--- config.mk ---
export PLATFORM = sky130hd
export DESIGN_NAME = debug_char_writer_flat
export DESIGN_NICKNAME = d
export VERILOG_FILES = /design/src/rtl/debug_char_writer_if.sv /design/src/rtl/debug_char_writer.sv /design/src/flat_wrapper.sv
export SDC_FILE = /design/constraint.sdc
export NUM_CORES = 1
export LEC_CHECK = 0
export BUFFER_PORTS_ARGS = -buffer_cell sky130_fd_sc_hd__clkbuf_2
export CAP_MARGIN = 20
export CORE_UTILIZATION = 45
export CTS_CLUSTER_SIZE = 12
export DETAILED_ROUTE_END_ITERATION = 6
export GPL_ROUTABILITY_DRIVEN = 0
export PLACE_DENSITY = 0.84
export SLEW_MARGIN = 10
export SYNTH_ARGS = -nofsm -noshare
export SYNTH_HDL_FRONTEND = slang
export SYNTH_SLANG_ARGS = --single-unit
--- constraint.sdc ---
create_clock -name clk_i -period 2.4 [get_ports clk_i]
set_clock_uncertainty 0.05 [all_clocks]
set_input_delay 0.24 -clock clk_i [delete_from_list [all_inputs] [get_ports clk_i]]
set_output_delay 0.24 -clock clk_i [all_outputs]
set_load 0.02 [all_outputs]
--- src/rtl/debug_char_writer_if.sv ---
// Write-side AXI-light bus between a character initiator and the debug console decoder.
// The read channel carries only the initiator's idle outputs.
interface debug_char_writer_if;
  logic        awvalid;
  logic        awready;
  logic [31:0] awaddr;
  logic        wvalid;
  logic        wready;
  logic [31:0] wdata;
  logic [3:0]  wstrb;
  logic        bvalid;
  logic        bready;
  logic        arvalid;
  logic [31:0] araddr;
  logic        rready;

  modport master (
    output awvalid, awaddr, wvalid, wdata, wstrb, bready, arvalid, araddr, rready,
    input  awready, wready, bvalid
  );

  modport slave (
    input  awvalid, awaddr, wvalid, wdata, wstrb, bready, arvalid, araddr, rready,
    output awready, wready, bvalid
  );
endinterface

--- src/rtl/debug_char_writer.sv ---
// Queues debug characters in a small FIFO and sends each one as a single-beat
// AXI-light write to the debug character address.
module debug_char_writer #(
  parameter logic [31:0] AddrDebug  = 32'h0000_0000,
  parameter int unsigned Depth      = 8,
  parameter int unsigned AsciiWidth = 8
) (
  input  logic                      clk_i,
  input  logic                      res_i,
  input  logic                      push_i,
  input  logic [AsciiWidth-1:0]     push_char_i,
  input  logic                      hold_i,
  output logic                      full_o,
  output logic                      idle_o,
  output logic [$clog2(Depth):0]    level_o,
  output logic                      sent_o,
  output logic                      overflow_o,
  debug_char_writer_if.master       m_axi
);

  localparam int unsigned       PtrW     = $clog2(Depth);
  localparam logic [PtrW:0]     DepthLvl = (PtrW+1)'(Depth);

  typedef enum logic [1:0] {StIdle, StSend, StResp} state_e;

  state_e                state_q, state_d;
  logic [AsciiWidth-1:0] mem_q [Depth];
  logic [PtrW-1:0]       wr_ptr_q, rd_ptr_q;
  logic [PtrW:0]         level_q;
  logic [AsciiWidth-1:0] data_q, data_d;
  logic                  aw_q, aw_d;
  logic                  w_q, w_d;
  logic                  sent_q, sent_d;
  logic                  ovf_q;
  logic                  push_ok;
  logic                  pop;

  // full is judged on the pre-edge level, so a simultaneous pop never frees a slot
  assign push_ok = push_i && !full_o;
  assign pop     = (state_q == StIdle) && (level_q != '0) && !hold_i;

  assign full_o     = (level_q == DepthLvl);
  assign idle_o     = (level_q == '0) && (state_q == StIdle);
  assign level_o    = level_q;
  assign sent_o     = sent_q;
  assign overflow_o = ovf_q;

  assign m_axi.awvalid = aw_q;
  assign m_axi.awaddr  = AddrDebug;
  assign m_axi.wvalid  = w_q;
  assign m_axi.wdata   = {{(32-AsciiWidth){1'b0}}, data_q};
  assign m_axi.wstrb   = 4'b0001;
  assign m_axi.bready  = (state_q == StResp);
  assign m_axi.arvalid = 1'b0;
  assign m_axi.araddr  = '0;
  assign m_axi.rready  = 1'b0;

  always_comb begin
    state_d = state_q;
    aw_d    = aw_q;
    w_d     = w_q;
    data_d  = data_q;
    sent_d  = 1'b0;
    unique case (state_q)
      StIdle: begin
        if (pop) begin
          state_d = StSend;
          aw_d    = 1'b1;
          w_d     = 1'b1;
          data_d  = mem_q[rd_ptr_q];
        end
      end
      StSend: begin
        // address and data handshakes retire independently, in any order
        if (m_axi.awready) aw_d = 1'b0;
        if (m_axi.wready)  w_d  = 1'b0;
        if (!aw_d && !w_d) state_d = StResp;
      end
      StResp: begin
        if (m_axi.bvalid) begin
          state_d = StIdle;
          sent_d  = 1'b1;
        end
      end
      default: state_d = StIdle;
    endcase
  end

  always_ff @(posedge clk_i) begin
    if (res_i) begin
      state_q  <= StIdle;
      aw_q     <= 1'b0;
      w_q      <= 1'b0;
      data_q   <= '0;
      sent_q   <= 1'b0;
      ovf_q    <= 1'b0;
      wr_ptr_q <= '0;
      rd_ptr_q <= '0;
      level_q  <= '0;
    end else begin
      state_q <= state_d;
      aw_q    <= aw_d;
      w_q     <= w_d;
      data_q  <= data_d;
      sent_q  <= sent_d;
      if (push_i && full_o) ovf_q <= 1'b1;
      if (push_ok) wr_ptr_q <= wr_ptr_q + 1'b1;
      if (pop)     rd_ptr_q <= rd_ptr_q + 1'b1;
      if (push_ok && !pop)      level_q <= level_q + 1'b1;
      else if (!push_ok && pop) level_q <= level_q - 1'b1;
    end
  end

  always_ff @(posedge clk_i) begin
    if (push_ok) mem_q[wr_ptr_q] <= push_char_i;
  end

endmodule

--- src/flat_wrapper.sv ---
// flat-port wrapper written by rule: the top's interface ports become plain ports
module debug_char_writer_flat 
#(
  parameter logic [31:0] AddrDebug  = 32'h0000_0000,
  parameter int unsigned Depth      = 8,
  parameter int unsigned AsciiWidth = 8
)
  (clk_i, res_i, push_i, push_char_i, hold_i, full_o, idle_o, level_o, sent_o, overflow_o, m_axi_awvalid, m_axi_awaddr, m_axi_wvalid, m_axi_wdata, m_axi_wstrb, m_axi_bready, m_axi_arvalid, m_axi_araddr, m_axi_rready, m_axi_awready, m_axi_wready, m_axi_bvalid);
  debug_char_writer_if m_axi_i ();
  input  logic clk_i;
  input  logic res_i;
  input  logic push_i;
  input  logic [AsciiWidth-1:0] push_char_i;
  input  logic hold_i;
  output logic full_o;
  output logic idle_o;
  output logic [$clog2(Depth):0] level_o;
  output logic sent_o;
  output logic overflow_o;
  output wire logic [$bits(m_axi_i.awvalid)-1:0] m_axi_awvalid;
  output wire logic [$bits(m_axi_i.awaddr)-1:0] m_axi_awaddr;
  output wire logic [$bits(m_axi_i.wvalid)-1:0] m_axi_wvalid;
  output wire logic [$bits(m_axi_i.wdata)-1:0] m_axi_wdata;
  output wire logic [$bits(m_axi_i.wstrb)-1:0] m_axi_wstrb;
  output wire logic [$bits(m_axi_i.bready)-1:0] m_axi_bready;
  output wire logic [$bits(m_axi_i.arvalid)-1:0] m_axi_arvalid;
  output wire logic [$bits(m_axi_i.araddr)-1:0] m_axi_araddr;
  output wire logic [$bits(m_axi_i.rready)-1:0] m_axi_rready;
  input wire logic [$bits(m_axi_i.awready)-1:0] m_axi_awready;
  input wire logic [$bits(m_axi_i.wready)-1:0] m_axi_wready;
  input wire logic [$bits(m_axi_i.bvalid)-1:0] m_axi_bvalid;
  assign m_axi_awvalid = m_axi_i.awvalid;
  assign m_axi_awaddr = m_axi_i.awaddr;
  assign m_axi_wvalid = m_axi_i.wvalid;
  assign m_axi_wdata = m_axi_i.wdata;
  assign m_axi_wstrb = m_axi_i.wstrb;
  assign m_axi_bready = m_axi_i.bready;
  assign m_axi_arvalid = m_axi_i.arvalid;
  assign m_axi_araddr = m_axi_i.araddr;
  assign m_axi_rready = m_axi_i.rready;
  assign m_axi_i.awready = m_axi_awready;
  assign m_axi_i.wready = m_axi_wready;
  assign m_axi_i.bvalid = m_axi_bvalid;
  debug_char_writer #(.AddrDebug(AddrDebug), .Depth(Depth), .AsciiWidth(AsciiWidth)) u_core (.clk_i(clk_i), .res_i(res_i), .push_i(push_i), .push_char_i(push_char_i), .hold_i(hold_i), .full_o(full_o), .idle_o(idle_o), .level_o(level_o), .sent_o(sent_o), .overflow_o(overflow_o), .m_axi(m_axi_i));
endmodule
# Word level (Yosys, flattened, before mapping)
# Memories as Yosys holds them, arrays and structs flattened. A register that Yosys moved wholly into a read port is not among the register bits.
# Cells that the tools add are included.
[word_totals] memories=1 inputBits=15 reg_bits=16 mem_bits_rw=64 elab_cells=59
[memory_table] name="u_core.mem_q" words=8 word_bits=8 read_ports=1 rd_ports_with_merged_regs=1 wr=1 line_no="debug_char_writer.sv:27" rtl="logic [AsciiWidth-1:0] mem_q [Depth];"
[op_classes] n_bitwise=1 eq_ne=6 addsub=4 mux=16 reduce_logical=23
[op_table] cell="logical AND 1 bit" n=8
[op_table] cell="2-to-1 mux 1 bit" n=8
[op_table] cell="2-to-1 mux 4 bit" n=2
[op_table] cell="adder 3 x 1 -> 3 bit, second input constant" n=2
[op_table] cell="zero test 1 bit" n=6
[op_table] cell="2-to-1 mux 2 bit" n=3
[op_table] cell="!= test 2 x 1 -> 1 bit, second input constant" n=3
[op_table] cell="case mux 2 bit (3 select lines)" n=1
[op_table] cell="adder 4 x 1 -> 4 bit, second input constant" n=1
[op_table] cell="equality test 4 bit, second input constant" n=1
[op_table] cell="zero test 4 bit" n=1
[op_table] cell="case mux 1 bit (2 select lines)" n=2
[op_table] cell="AND reduction 2 bit" n=2
[op_table] cell="nonzero test 2 bit" n=2
[op_table] cell="nonzero test 4 bit" n=1
[op_table] cell="subtractor 4 x 1 -> 4 bit, second input constant" n=1
[op_table] cell="AND reduction 3 bit" n=1
[op_table] cell="equality test 2 x 1 -> 1 bit, second input constant" n=1
[op_table] cell="equality test 2 bit, second input constant" n=1
[op_table] cell="zero test 2 bit" n=1
[op_table] cell="OR reduction 2 bit" n=1
[op_table] cell="NOT 1 bit" n=1

# Depth between registers and ports, before layout
[logic_depth] word_depth=7 depth_mapped=10 ltp_nobuf=10

# Worst setup path after synthesis
# OpenSTA, ideal clock, no wires.
[synth_path] kind="register -> register" from="register u_core.level_q[0], in the netlist u_core.level_o[0]" to="register u_core.level_q[3], in the netlist u_core.level_o[3]" setup_time_ns=0.121 path_stages_with_launch=11 t_arrival_ns=2.517 path_buffers=0 setup_slack_ns=-0.288 cell_sequence="dfxtp_1 -> or4_4 -> and2_4 -> inv_2 -> ha_1 -> inv_1 -> ha_1 -> a21oi_1 -> a211oi_1 -> a31oi_1 -> mux2_2"
[synth_between] elab_chain_len=6 word_cells_on_any_way=15 cone_classes="add/sub: 2; eq/ne: 1; mux: 2; reduce/logical: 10"
[synth_lines] element="start: declaration" line_no="debug_char_writer.sv:29" rtl="logic [PtrW:0] level_q;"
[synth_lines] element="start signal: assignment" line_no="debug_char_writer.sv:109" rtl="if (push_ok && !pop) level_q <= level_q + 1'b1;"
[synth_lines] element="start signal: assignment" line_no="debug_char_writer.sv:110" rtl="else if (!push_ok && pop) level_q <= level_q - 1'b1;"
[synth_lines] element="parallel branches: the longest is 6 deep, another holds subtractor 4 x 1 -> 4 bit"
# Parallel ways; which one is timed is not known. The select of a mux whose other input is x is not followed.
# A chain may end at the register's enable or synchronous reset.

# Worst setup path after layout
[layout_path] from="register u_core.level_q[3], in the netlist u_core.level_o[3]" to="register u_core.level_q[3], in the netlist u_core.level_o[3]"
# The elaborated chain is that of the path after synthesis.

==> run metrics <==
Final Hold Fails=0; most frequent cells in the layout=conb_1, edfxtp_1, clkbuf_2, nor2_1; via-per-instance ratio=4.67; worst hold-check path type=input port to flip-flop; DRC viols=19; detailed placer's ending HPWL=4.56 mm; hold_ws=0.109 ns; most common cell after layout, fill and taps aside=conb_1; Synth async-reset ratio=0; post-synth top area cell=edfxtp_1; Clock transition at path regs=0.09 ns; I/O pins=128; Seq cells post-synth=88; Avg Inst Size Synth=13.3 um2; crit path DAT=2.64 ns; WL final=6.75 mm; main flop type after synthesis=edfxtp_1; r2r setup slk=-0.04 ns; kind of critical path=flip-flop to flip-flop; Avg WL per Cell=14.1 um; initial core utilization=0.471; # rows=34; CP cell instances=or4_4, and2_4, inv_4, ha_4, inv_4, ha_4, a21oi_4, a211oi_2, a31oi_1, mux2_2; worst reg2reg endpoint=u_core.level_o[3]; Layout area overhead=6.87%; Worst-Margin Slew=0.533 ns; Startpoint Class=flip-flop; grt total ovfl=0; HP Start=m_axi_bvalid; post-layout min period=2.44 ns; f_max=0.409 GHz; Die Ht=98.3 um; max-cap violations=0; CTS max path bufs=2; Yosys top cell area share=0.461; reg2reg path depth=10; Worst Path Buf+Inv=2; status=finished, violations left; Core ar.=0.00885 mm2; violated checks=DRC, setup timing; TritonCTS clock tree=yes; register area share after synthesis=0.576; CTS root buf=clkbuf_8; P_leak=1.75 nW; TNS Setup=-0.0425 ns; first-iteration detailed-routing DRC count=146; vias=2242; Setup violations, final=1; fraction of layout cells with a size suffix above 1=0.288; nets=388; # diodes=0; Unique masters post-synth=37; Yosys warning total=0; Worst-Skew Late Latency=0.35 ns; Num CTS Buffers=9; aggregate global-route resource usage=0.145; largest net degree at the start of global routing=26; largest cells by area after synthesis=edfxtp_1, buf_4, dfxtp_1, mux4_2, nor2_1; number of synthesized flops with an enable pin=64; H-tree depth=3; Die Area=0.00965 mm2; VDD IR max=0.000514 V; Worst path max stage delay=0.53 ns; vias in the first global route=2074; relative slew slack=0.644; crit end category=flip-flop; worst path required time=2.60 ns; period utilization=1.02; hold depth=2; Die W=98.3 um; Mapped Area=0.00417 mm2; input/output buffers=33; clock sinks=88; FF-to-FF Start=u_core.level_o[3]; RSZ-0062 raised after global routing=yes; antenna viol nets, final=0; PD cells=1060 mW/mm2; # fillers=723; DRT Pass-1 Iters=6; Final Worst Setup Slack=-0.0425 ns; Slowest-stage cell, CP=or4_4; initial antenna violation count=0; Hold Path End=u_core.sent_o; family with the most delay on the worst path=simple AND/OR/NAND/NOR gates; first-pass GRT wire length=10.3 mm; Slew Viols, Final=0; crit-path max FO=4; post-synthesis cell count=314
repair_timing:
item                                    CTS  global route
setup buffers                             5             0
resized for setup                         3             3
endpoints found under the setup margin    1             1
gates cloned                              0             0
hold buffers                              0             0
hold endpoints to repair                  0             0
pin swaps                                 4             1
report_power, final:
part | leakage (nW) | internal (W) | total [W] | switching [W]
logic | 0.884 | 0.000797 | 0.00185 | 0.00105
clock network | 0.0854 | 0.000386 | 0.000913 | 0.000527
registers | 0.780 | 0.00185 | 0.00197 | 0.000126
total | 1.75 | 0.00303 | 0.00473 | 0.00170
routing by layer:
metal	GRT usage	share of wire	vias up
met5	0	0	-
li1	-	-	1034
met2	0.264	0.54	108
met4	0.0574	0.014	0
met3	0.0401	0.068	9
met1	0.161	0.37	1091
synthesized netlist by cell type (3+ instances only):
master     n
ha_1       5
nor2b_1    6
o22ai_1    8
inv_1      4
a21oi_1    5
mux4_2    16
buf_4     95
nand2_1    8
xnor2_1    4
clkbuf_1   4
nand3_1    3
dfxtp_1   24
nor2_1    25
nor3_1    13
edfxtp_1  64
flip-flops by register name, indices dropped and copies added (netlist names), 2 cells and up:
signal	cells
u_core.mem_q	64
u_core.data_q	8
u_core.level_o	4
u_core.rd_ptr_q	3
u_core.wr_ptr_q	3
u_core.state_q	2
how the worst max path moves through the flow:
stage	from	to	slack [ns]	cells after the start
after CTS	u_core.level_o[3]	u_core.level_o[3]	-0.002	10
after floorplan	u_core.level_o[3]	u_core.level_o[3]	-0.02	10
final	u_core.level_o[3]	u_core.level_o[3]	-0.04	10
after detailed placement	u_core.level_o[3]	u_core.level_o[3]	-0.02	10
after global placement	u_core.level_o[2]	u_core.level_o[3]	0.03	10
after global routing	u_core.level_o[3]	u_core.level_o[3]	-0.11	10
worst reg2reg max path: cells and delay by family, from the launching register on:
kind / cells / cell delay (ns)
buffers and inverters: 2 / 0.11
DFF: 1 / 0.36
adders and majority gates: 2 / 0.37
AOI/OAI and AO/OA: 3 / 0.38
and+or+nand+nor: 2 / 0.70
muxes: 1 / 0.35
logic make-up after synthesis:
kind of cell / after synthesis / share of synthesized area
buffers and inverters: 108 / 0.187
adder cells (fa/ha/maj): 6 / 0.0198
XOR/XNOR: 6 / 0.0126
other: 2 / 0.00180
flip-flops: 88 / 0.576
multiplexers: 18 / 0.0915
AND/OR/NAND/NOR: 66 / 0.0813
AO/OA/AOI/OAI: 20 / 0.0297
area by class of cell:
cell class / count / area, um2 / share of cell area
repair buffers: 53 / 315 / 0.0708
inverters: 5 / 23.8 / 0.00534
clock buffers: 9 / 124 / 0.0278
well taps: 108 / 135 / 0.0303
clock inverters: 7 / 56.3 / 0.0126
multi-input cells: 210 / 1390 / 0.311
flip-flops and latches: 88 / 2410 / 0.542
metrics by stage:
stage                     std cells  worst slack (ns)  utilization  total power [W]  cell area, um2
after CTS                       480          -0.00173        0.502          0.00471            4440
after global placement          459            0.0319        0.476          0.00366            4210
after global routing            480            -0.106        0.504          0.00500            4460
after floorplan                 406           -0.0191            -          0.00340            4560
after detailed placement        459           -0.0203        0.476          0.00373            4210
final                           480           -0.0425        0.504          0.00473            4460
(Power assumes the default switching activity.)
